### src/rtl/dram_cmd_issue_if.sv
// Controller-to-issuer command handshake plus the DRAM command pins and bank status.
// master: controller side; slave: dram_cmd_issue side.
interface dram_cmd_issue_if #(
  parameter int unsigned NUMBER_OF_BANKS = 8
);
  localparam int unsigned BankW = (NUMBER_OF_BANKS > 1) ? $clog2(NUMBER_OF_BANKS) : 1;

  logic                       cmd_req;
  logic [1:0]                 cmd;
  logic [BankW-1:0]           bank_rw;
  logic                       cmd_ack;
  logic                       dram_cs_n;
  logic                       dram_ras_n;
  logic                       dram_cas_n;
  logic                       dram_we_n;
  logic [BankW-1:0]           dram_ba;
  logic [NUMBER_OF_BANKS-1:0] bank_open;
  logic                       protocol_err;

  modport master (
    output cmd_req, cmd, bank_rw,
    input  cmd_ack, dram_cs_n, dram_ras_n, dram_cas_n, dram_we_n, dram_ba, bank_open,
           protocol_err
  );

  modport slave (
    input  cmd_req, cmd, bank_rw,
    output cmd_ack, dram_cs_n, dram_ras_n, dram_cas_n, dram_we_n, dram_ba, bank_open,
           protocol_err
  );
endinterface

### src/rtl/dram_cmd_issue.sv
// DRAM command issuer: four-phase req/ack, one-cycle pin drive, per-command latency, bank tracking.
// Optional DRAM_CMD_TRAS_CHECK_EN holds PRECHARGE in IDLE until the bank's tRAS window expires.
module dram_cmd_issue #(
  parameter int unsigned NUMBER_OF_BANKS = 8,
  parameter int unsigned T_RCD           = 3,
  parameter int unsigned T_RP            = 3,
  parameter int unsigned T_CAS           = 2,
  parameter int unsigned T_RAS           = 6
) (
  input logic             clk,
  input logic             rst_b,
  dram_cmd_issue_if.slave bus
);
  localparam int unsigned BankW  = (NUMBER_OF_BANKS > 1) ? $clog2(NUMBER_OF_BANKS) : 1;
  localparam int unsigned MaxA   = (T_RCD > T_RP) ? T_RCD : T_RP;
  localparam int unsigned MaxB   = (T_CAS > T_RAS) ? T_CAS : T_RAS;
  localparam int unsigned MaxLat = (MaxA > MaxB) ? MaxA : MaxB;
  localparam int unsigned CntW   = (MaxLat > 1) ? $clog2(MaxLat + 1) : 1;

  localparam logic [1:0] CmdAct = 2'b00;
  localparam logic [1:0] CmdRd  = 2'b01;
  localparam logic [1:0] CmdWr  = 2'b10;
  localparam logic [1:0] CmdPre = 2'b11;

  typedef enum logic [2:0] {StIdle, StIssue, StWait, StAck, StRelease} state_e;

  state_e                     state_q, state_d;
  logic [1:0]                 cmd_q, cmd_d;
  logic [BankW-1:0]           bank_q, bank_d;
  logic [CntW-1:0]            cnt_q, cnt_d;
  logic [NUMBER_OF_BANKS-1:0] open_q, open_d;

  logic             illegal;
  logic             pre_blocked;
  logic             cs_n, ack, err;
  logic [2:0]       rcw_n;
  logic [BankW-1:0] ba;

  // Latency minus one, so the counter reaches 0 on the cycle before cmd_ack rises.
  function automatic logic [CntW-1:0] lat_m1(input logic [1:0] c, input logic bad);
    int unsigned l;
    if (bad) begin
      l = 1;
    end else begin
      unique case (c)
        CmdAct:  l = T_RCD;
        CmdPre:  l = T_RP;
        default: l = T_CAS;
      endcase
    end
    if (l > 0) l = l - 1;
    return CntW'(l);
  endfunction

  assign illegal = ((cmd_q == CmdAct) && open_q[bank_q]) ||
                   (((cmd_q == CmdRd) || (cmd_q == CmdWr)) && !open_q[bank_q]);

`ifdef DRAM_CMD_TRAS_CHECK_EN
  localparam int unsigned RasLoad = (T_RAS > 0) ? T_RAS - 1 : 0;

  logic [NUMBER_OF_BANKS-1:0][CntW-1:0] ras_q, ras_d;

  always_comb begin
    for (int b = 0; b < NUMBER_OF_BANKS; b++) begin
      ras_d[b] = (ras_q[b] == '0) ? '0 : ras_q[b] - CntW'(1);
    end
    if ((state_q == StIssue) && !illegal && (cmd_q == CmdAct)) begin
      ras_d[bank_q] = CntW'(RasLoad);
    end
  end

  always_ff @(posedge clk or negedge rst_b) begin
    if (!rst_b) ras_q <= '0;
    else        ras_q <= ras_d;
  end

  assign pre_blocked = (bus.cmd == CmdPre) && (ras_q[bus.bank_rw] != '0);
`else
  assign pre_blocked = 1'b0;
`endif

  always_comb begin
    state_d = state_q;
    cmd_d   = cmd_q;
    bank_d  = bank_q;
    cnt_d   = cnt_q;
    open_d  = open_q;
    cs_n    = 1'b1;
    rcw_n   = 3'b111;
    ba      = '0;
    ack     = 1'b0;
    err     = 1'b0;
    unique case (state_q)
      StIdle: begin
        if (bus.cmd_req && !pre_blocked) begin
          state_d = StIssue;
          cmd_d   = bus.cmd;
          bank_d  = bus.bank_rw;
        end
      end
      StIssue: begin
        if (illegal) begin
          err = 1'b1;
        end else begin
          cs_n = 1'b0;
          ba   = bank_q;
          unique case (cmd_q)
            CmdAct:  rcw_n = 3'b011;
            CmdRd:   rcw_n = 3'b101;
            CmdWr:   rcw_n = 3'b100;
            default: rcw_n = 3'b010;
          endcase
          if (cmd_q == CmdAct)      open_d[bank_q] = 1'b1;
          else if (cmd_q == CmdPre) open_d[bank_q] = 1'b0;
        end
        cnt_d   = lat_m1(cmd_q, illegal);
        // A one-cycle latency acks straight after ISSUE.
        state_d = (cnt_d == '0) ? StAck : StWait;
      end
      StWait: begin
        cnt_d = (cnt_q == '0) ? '0 : cnt_q - CntW'(1);
        if (cnt_d == '0) state_d = StAck;
      end
      StAck: begin
        ack = 1'b1;
        if (!bus.cmd_req) state_d = StRelease;
      end
      StRelease: begin
        ack     = 1'b1;
        state_d = StIdle;
      end
      default: state_d = StIdle;
    endcase
  end

  always_ff @(posedge clk or negedge rst_b) begin
    if (!rst_b) begin
      state_q <= StIdle;
      cmd_q   <= '0;
      bank_q  <= '0;
      cnt_q   <= '0;
      open_q  <= '0;
    end else begin
      state_q <= state_d;
      cmd_q   <= cmd_d;
      bank_q  <= bank_d;
      cnt_q   <= cnt_d;
      open_q  <= open_d;
    end
  end

  assign bus.cmd_ack      = ack;
  assign bus.protocol_err = err;
  assign bus.dram_cs_n    = cs_n;
  assign bus.dram_ras_n   = rcw_n[2];
  assign bus.dram_cas_n   = rcw_n[1];
  assign bus.dram_we_n    = rcw_n[0];
  assign bus.dram_ba      = ba;
  assign bus.bank_open    = open_q;
endmodule

### src/flat_wrapper.sv
// flat-port wrapper written by rule: the top's interface ports become plain ports
module dram_cmd_issue_flat 
#(
  parameter int unsigned NUMBER_OF_BANKS = 8,
  parameter int unsigned T_RCD           = 3,
  parameter int unsigned T_RP            = 3,
  parameter int unsigned T_CAS           = 2,
  parameter int unsigned T_RAS           = 6
)
  (clk, rst_b, bus_cmd_req, bus_cmd, bus_bank_rw, bus_cmd_ack, bus_dram_cs_n, bus_dram_ras_n, bus_dram_cas_n, bus_dram_we_n, bus_dram_ba, bus_bank_open, bus_protocol_err);
  dram_cmd_issue_if #(.NUMBER_OF_BANKS(NUMBER_OF_BANKS)) bus_i ();
  input logic clk;
  input logic rst_b;
  input wire logic [$bits(bus_i.cmd_req)-1:0] bus_cmd_req;
  input wire logic [$bits(bus_i.cmd)-1:0] bus_cmd;
  input wire logic [$bits(bus_i.bank_rw)-1:0] bus_bank_rw;
  output wire logic [$bits(bus_i.cmd_ack)-1:0] bus_cmd_ack;
  output wire logic [$bits(bus_i.dram_cs_n)-1:0] bus_dram_cs_n;
  output wire logic [$bits(bus_i.dram_ras_n)-1:0] bus_dram_ras_n;
  output wire logic [$bits(bus_i.dram_cas_n)-1:0] bus_dram_cas_n;
  output wire logic [$bits(bus_i.dram_we_n)-1:0] bus_dram_we_n;
  output wire logic [$bits(bus_i.dram_ba)-1:0] bus_dram_ba;
  output wire logic [$bits(bus_i.bank_open)-1:0] bus_bank_open;
  output wire logic [$bits(bus_i.protocol_err)-1:0] bus_protocol_err;
  assign bus_i.cmd_req = bus_cmd_req;
  assign bus_i.cmd = bus_cmd;
  assign bus_i.bank_rw = bus_bank_rw;
  assign bus_cmd_ack = bus_i.cmd_ack;
  assign bus_dram_cs_n = bus_i.dram_cs_n;
  assign bus_dram_ras_n = bus_i.dram_ras_n;
  assign bus_dram_cas_n = bus_i.dram_cas_n;
  assign bus_dram_we_n = bus_i.dram_we_n;
  assign bus_dram_ba = bus_i.dram_ba;
  assign bus_bank_open = bus_i.bank_open;
  assign bus_protocol_err = bus_i.protocol_err;
  dram_cmd_issue #(.NUMBER_OF_BANKS(NUMBER_OF_BANKS), .T_RCD(T_RCD), .T_RP(T_RP), .T_CAS(T_CAS), .T_RAS(T_RAS)) u_core (.clk(clk), .rst_b(rst_b), .bus(bus_i));
endmodule
### config.mk
export PLATFORM = sky130hd
export DESIGN_NAME = dram_cmd_issue_flat
export DESIGN_NICKNAME = d
export VERILOG_FILES = /design/src/rtl/dram_cmd_issue_if.sv /design/src/rtl/dram_cmd_issue.sv /design/src/flat_wrapper.sv
export SDC_FILE = /design/constraint.sdc
export NUM_CORES = 1
export LEC_CHECK = 0
export ABC_AREA = 1
export CORE_MARGIN = 3
export CORE_UTILIZATION = 38
export DETAILED_ROUTE_END_ITERATION = 8
export GPL_TIMING_DRIVEN = 0
export PLACE_DENSITY = 0.7
export SLEW_MARGIN = 10
export SYNTH_ARGS = -nofsm -noshare
export SYNTH_HDL_FRONTEND = slang
export SYNTH_SLANG_ARGS = --single-unit
### constraint.sdc
create_clock -name clk -period 2.2 [get_ports clk]
set_clock_uncertainty 0.05 [all_clocks]
set_input_delay 0.44 -clock clk [delete_from_list [all_inputs] [get_ports clk]]
set_output_delay 0.44 -clock clk [all_outputs]
set_load 0.05 [all_outputs]
Yosys cells after proc, flatten, opt, wreduce, memory -nomap -nowiden. Index checks and enable logic that the tools add are counted.

Add/sub/neg operators: 2. $lt $le $gt $ge: 3. Equal/unequal tests: 10. Multiplexer cells: 27. Bitwise gates (word level): 4. Reductions and logical operators: 18.

Operators with widths (number): 32-bit 2-to-1 mux (2); 32-bit by 1-bit > comparator with 1-bit output, second input constant (1); 3-bit 2-to-1 mux (10); 8-bit 2-to-1 mux (2); 3-bit zero test (4); 3-bit case mux with 4 select lines (1); 3-bit case mux with 3 select lines (1); 8-bit AND (1); 1-bit 2-to-1 mux (8); 8-bit inverter (1); 8-bit OR (1); 3-bit by 2-bit == test with 1-bit output, second input constant (2); 3-bit case mux with 2 select lines (1); 3-bit AND reduction (2); 3-bit by 1-bit subtractor with 3-bit output, second input constant (2); 2-bit == test, second input constant (2); 3-bit by 4-bit < comparator with 1-bit output, second input constant (1); 2-bit != test, second input constant (2); 2-bit nonzero test (2); 2-bit OR reduction (2); 1-bit binary-select mux with 3-bit select (1); 1-bit demux with 3-bit select (1); 3-bit by 1-bit == test with 1-bit output, second input constant (1); 3-bit == test, second input constant (1); other kinds (9) (12).

Bits in registers: 19. Bits of input ports: 8. Logic and storage cells: 69.

Logic depth before layout (Yosys ltp). Gate-level depths: netlist of run 1.

Depth after elaboration: 13. Mapped depth: 13. Depth with buffers taken out: 11.

Worst setup path after synthesis of run 1. OpenSTA, ideal clock, no wires.

Path type: register to output. From: register with a tool-made name. To: output port bus_dram_ba[0]. Data arrival time: 1828 ps. Data required time: 1710 ps. Path slack: -118 ps. Cell stages (with the launch flop): 11. Path through: dfrtp_1 -> inv_1 -> nand2_1 -> nand3_1 -> nand2_2 -> nor2_2 -> nand2_1 -> nand2_2 -> buf_6 -> nand2_4 -> nor2_2.

RTL lines: to (decl) (line flat_wrapper.sv:22) `output wire logic [$bits(bus_i.dram_ba)-1:0] bus_dram_ba;`.

Final worst setup path of run 1.
From: register u_core.bank_q[0]. To: output port bus_dram_ba[1].

Word-level cells in the longest chain between the ends: 7. Elaborated cells on any way between the ends: 8. Classes of those cells: 4 x mux; 4 x reduce/logical.

RTL lines: from (decl) (line dram_cmd_issue.sv:29) `logic [BankW-1:0] bank_q, bank_d;`; from (signal assigned) (line dram_cmd_issue.sv:146) `bank_q <= bank_d;`; 1-bit binary-select mux with 3-bit select (*) (line dram_cmd_issue.sv:55, dram_cmd_issue.sv:56); 1-bit 2-to-1 mux (implied by the code) (*) (line dram_cmd_issue.sv:55, dram_cmd_issue.sv:56); 1-bit zero test (line dram_cmd_issue.sv:56) `(((cmd_q == CmdRd) || (cmd_q == CmdWr)) && !open_q[bank_q]);`; 1-bit logical AND (line dram_cmd_issue.sv:56); 1-bit logical OR (*) (line dram_cmd_issue.sv:55) `assign illegal = ((cmd_q == CmdAct) && open_q[bank_q]) ||`; 3-bit 2-to-1 mux (*) (line dram_cmd_issue.sv:102) `if (illegal) begin`; 3-bit 2-to-1 mux (*) (line dram_cmd_issue.sv:93) `unique case (state_q)`.

Mark *: on every way between the ends. The rest lies on a longest branch, timed or not. The select of a mux whose other input is x is not followed.

==> results of run 1 <==
[metal layers]
metal  GRT usage [%]  vias up  routed length (um)
met5               0        -                   0
li1                -      602                   -
met4           7.278        0                  52
met3           3.209        6                 155
met2           27.51       39                1519
met1           19.49      551                1255
[final cells by class]
| type | instances | area, um2 | area share (%) |
|---|---|---|---|
| clock buffers | 4 | 26.28 | 1.524 |
| repair buffers | 32 | 321.6 | 18.65 |
| inverters | 24 | 100.1 | 5.806 |
| plain buffers | 4 | 48.80 | 2.830 |
| flip-flops and latches | 19 | 475.5 | 27.58 |
| multi-input cells | 119 | 696.9 | 40.42 |
| well taps | 44 | 55.05 | 3.193 |
[placed cells by master (no fill, tap or decap), drive strengths merged]
master / n
nand4: 8
ha: 5
o22ai: 1
o21ai: 2
clkdlybuf4s18: 1
inv: 24
nor3: 3
dfrtp: 19
buf: 20
nor3b: 1
clkdlybuf4s50: 15
nand2: 49
nand3: 13
nor2: 27
a21boi: 1
clkbuf: 4
o211ai: 3
a21oi: 5
o21bai: 1
[critical path: stages, from the launching register on]
cell and delay (ns):
dfrtp_1 0.39, buf_6 0.14, nand2_1 0.07, nand2_1 0.06
nand2_1 0.07, nand2_2 0.06, nor2_2 0.15, nand2_2 0.09
nand2_2 0.10, buf_6 0.13, nand2_8 0.08, nor2_4 0.10
buf_8 0.15
[kinds of logic (layout without fill, tap and decap cells)]
| group | Yosys count | after routing | synth area share (%) |
|---|---|---|---|
| AND/OR/NAND/NOR | 101 | 101 | 38.65 |
| buffers and inverters | 29 | 64 | 12.19 |
| flip-flops | 19 | 19 | 37.66 |
| AO/OA/AOI/OAI | 13 | 13 | 6.541 |
| adder cells (fa/ha/maj) | 5 | 5 | 4.955 |
[worst paths after layout]
kind,end,slack [ns],cells past startpoint
max in group asynchronous,u_core.state_q[1],1.00,1
hold / removal,flop,0.46,2
setup / recovery,bus_dram_ba[1],-0.20,12
setup reg to reg,flop,0.41,13
hold reg to reg,flop,0.46,2
min in group asynchronous,asynchronous set/reset pin,0.57,1
[cell usage after synthesis (2+ instances only)]
cell	number	share of area (%)
a21oi_1	5	2.0
buf_6	3	2.7
dfrtp_1	19	38
ha_1	5	5.0
inv_1	21	6.2
nand2_1	44	13
nand2_2	4	2.0
nand3_1	11	4.4
nand3_2	2	1.6
nand4_1	8	4.0
nor2_1	22	6.5
nor2_2	4	2.0
nor3_1	2	0.79
o211ai_1	3	1.8
o21ai_0	2	0.79
[what timing repair did]
action	in CTS	in global routing
endpoints found under the setup margin	9	9
resized for setup	71	7
pin swaps	4	7
setup buffers	7	1
[through the flow]
stage	utilization, %	TNS, ns	worst slack [ns]	cell area [um2]
2_1_floorplan	-	-0.3550	-0.1183	1262
5_1_grt	55.56	-1.575	-0.2646	1724
4_1_cts	54.80	-0.5326	-0.1296	1700
3_5_place_dp	50.20	-3.496	-0.5223	1558
6_report	55.56	-1.071	-0.2030	1724
3_3_place_gp	50.20	-3.218	-0.4688	1558
==> impl_metrics.toml, run 1 <==
[synthesis]
syn_nets = 180
ys_ff_latch = 19
syn-cell-area_mm2 = 0.001262
syn_inst = 167
asyncSetResetFlopFracSynth_pct = 100.0
synth_cell_types = 27
avgSynthCellArea_um2 = 7.560
synth_edf_count = 0
synth_top_flop_cell = "dfrtp_1"
ys_seq_area_share_pct = 37.66
yosysWarnings = 0

[route]
wl_per_cell_um = 12.12
drtIter0Drc = 37
vias = 1198
viasPerCell = 4.870
drc = 0
firstDrtPassIters = 4
ant_nets = 0
wl_um = 2982

[sta]
hold_viol_final = 0
rsz0062_at_grt = "true"
clock.fmax_mhz = 416.1
fin_crit_ns = 2.403
setup_ws_ns = -0.2030
max_slew_margin_pct = 41.65
holdWs_ns = 0.4572
setup_viol = 8
finalCritPeriodShare_pct = 109.2
slew_violations = 0
worst-slew-pin-transition_ns = 0.8725

[global_routing]
antenna_found_initial = 0
grt_pass1_vias = 1125
grt_pass1_wl_um = 5085
grt_start_max_net_pins = 20
gr-usage-all-layers_pct = 16.15
gr-total-overflow = 0

[finish]
instances_no_fill = 246
n_antenna_cell = 0
post_route_cells_drive_above_1_share_pct = 25.25
num-fill-cells = 306
syn_to_final_growth_pct = 36.57
fin_nets = 216

[worst_setup_path]
critPathLaunch = "u_core.bank_q[0]"
critPathRequiredTime_ns = 1.71
r2r_start = "u_core.bank_q[0]"
critical_path_arrival_ns = 1.91
crit_type = "reg2out"
setup.worst_path.start_class = "flop"
endpoint_kind = "primary output"
cp_max_fo = 8

[die]
fp.dieW_um = 63.64
initial_utilization_pct = 40.69
rows = 20
die_h_um = 63.64
core_area_mm2 = 0.003103
die-area_mm2 = 0.004050
ios = 25

[placed_design]
finalWeightedCongestion = 0.8306
io_buffers = 24
numPlacedInstances = 235
place_hpwl_um = 2049

[clock_network]
clockBufferDepth = 2
cts_tree = "built"
numCtsBuffers = 3
htree_levels = 1
ctsHoldBuffers = 0
clock-sinks = 19
path_clk_slew_ns = 0.11
clkLatencyLatePin_ns = 0.31
cts_root_buffer = "clkbuf_4"

[status]
status = "finished, violations left"
failed_checks = "setup timing"

[min_path]
hold_class = "reg2reg"

[job]
maxCapViolCount = 0
Power of run 1 is left out: the tool's default activity adds up to more than one toggle a clock period on the data nets, which glitch-free logic cannot reach.
==> run 2, diff against run 1 <==
SKIP_LAST_GASP = 1   (was default)
==> run 2 against run 1 <==
The run still ends with setup timing left. Global-route usage stayed put. Design area stayed put. Worst hold slack stayed put. Wire length stayed put. Core utilization stayed put. Largest cell class unchanged. Sequential share of layout area stayed put. Non-clock buffer count stayed put. Maximum frequency stayed put. Critical endpoint unchanged.
==> impl_metrics.toml, run 2 (synthesis gave the netlist of run 1 again) <==
[clock_network]
numCtsBuffers = 3
ctsHoldBuffers = 0
clockBufferDepth = 2
clock-sinks = 19
cts_root_buffer = "clkbuf_4"
path_clk_slew_ns = 0.11
htree_levels = 1
cts_tree = "built"
clkLatencyLatePin_ns = 0.31

[finish]
n_antenna_cell = 0
layout_commonest_cell = "nand2_1"
final_cell_mix = "nand2_1 (40), nor2_1 (21), inv_1 (20)"
syn_to_final_growth_pct = 36.57
fin_nets = 216
post_route_cells_drive_above_1_share_pct = 25.25
num-fill-cells = 306

[worst_setup_path]
crit_buf_inv = 3
path_delay_family = "simple AND/OR/NAND/NOR gates"
crit_type = "reg2out"
max_stage_delay_ns = 0.39
slowest_stage = "dfrtp_1"
path_cells = "buf_6 > nand2_1 > nand2_1 > nand2_1 > nand2_2 > nor2_2 > nand2_2 > nand2_2 > buf_6 > nand2_8 > nor2_4 > buf_8"
cp_max_fo = 8
setup.worst_path.start_class = "flop"
critical_path_arrival_ns = 1.91
endpoint_kind = "primary output"
critPathRequiredTime_ns = 1.71

[min_path]
hold_class = "reg2reg"

[die]
rows = 20
initial_utilization_pct = 40.69
fp.dieW_um = 63.64
ios = 25
die_h_um = 63.64
die-area_mm2 = 0.004050
core_area_mm2 = 0.003103

[sta]
fin_tns_setup_ns = -1.071
clock.fmax_mhz = 416.1
hold_viol_final = 0
fin_crit_ns = 2.403
rsz0062_at_grt = "true"
setup_viol = 8
worst-slew-pin-transition_ns = 0.8725
setup_ws_ns = -0.2030
slew_violations = 0
finalCritPeriodShare_pct = 109.2
max_slew_margin_pct = 41.65

[global_routing]
gr-total-overflow = 0
grt_pass1_wl_um = 5085
gr-usage-all-layers_pct = 16.15
grt_start_max_net_pins = 20
antenna_found_initial = 0
grt_pass1_vias = 1125

[placed_design]
io_buffers = 24
place_hpwl_um = 2049
finalWeightedCongestion = 0.8306

[route]
drtIter0Drc = 37
wl_per_cell_um = 12.12
wl_um = 2982
vias = 1198
drc = 0
ant_nets = 0
viasPerCell = 4.870
firstDrtPassIters = 4

[status]
status = "finished, violations left"
failed_checks = "setup timing"

[job]
maxCapViolCount = 0
[run 2: cell counts in the layout (fill, tap and decap cells not counted)]
No cell type changed its count.
[run 2: layer usage]
layer	part of all wire, %	wire [um]	GRT usage (%)	vias up
met5	0	0	0	-
met4	1.7	52	7.278	0
met3	5.2	155	3.209	6
met2	51	1519	27.51	39
met1	42	1255	19.49	551
li1	-	-	-	602
[run 2: layout make-up]
type / instances / area, um2 / share of cell area [%]
clock buffer: 4 / 26.28 / 1.524
buffer: 4 / 48.80 / 2.830
inverter: 24 / 100.1 / 5.806
timing repair buffer: 32 / 321.6 / 18.65
multi-input combinational: 119 / 696.9 / 40.42
sequential: 19 / 475.5 / 27.58
tap: 44 / 55.05 / 3.193
[run 2: tightest hold or removal path: cells and delay by family (launching register included)]
kind          cells  cell delay, ns
simple gates      2            0.10
flops             1            0.38
[run 2: metrics by stage]
stage	hold slack [ns]	setup WS, ns	instances	util, %	cell area, um2
global route	0.4865	-0.2646	246	55.56	1724
detailed placement	0.4393	-0.5223	235	50.20	1558
global placement	0.4334	-0.4688	235	50.20	1558
floorplan	0.09441	-0.1183	167	-	1262
finish	0.4572	-0.2030	246	55.56	1724
CTS	0.4661	-0.1296	245	54.80	1700
[run 2: worst paths after layout]
check / from / to / slack [ns] / cells past startpoint
max reg2reg: u_core.bank_q[0] / flop / 0.41 / 13
max in group asynchronous: rst_b / u_core.state_q[1] / 1.00 / 1
min in group asynchronous: rst_b / asynchronous set/reset pin / 0.57 / 1
max: u_core.bank_q[0] / bus_dram_ba[1] / -0.20 / 12
min reg2reg: flop / flop / 0.46 / 2
min: flop / flop / 0.46 / 2
[run 2: repair_timing]
action                     4_1_cts  5_1_grt
pin swaps                        4        7
setup endpoints to repair        9        9
setup buffers                    7        1
gates resized for setup         71        7
Power of run 2 is left out for the same reason.
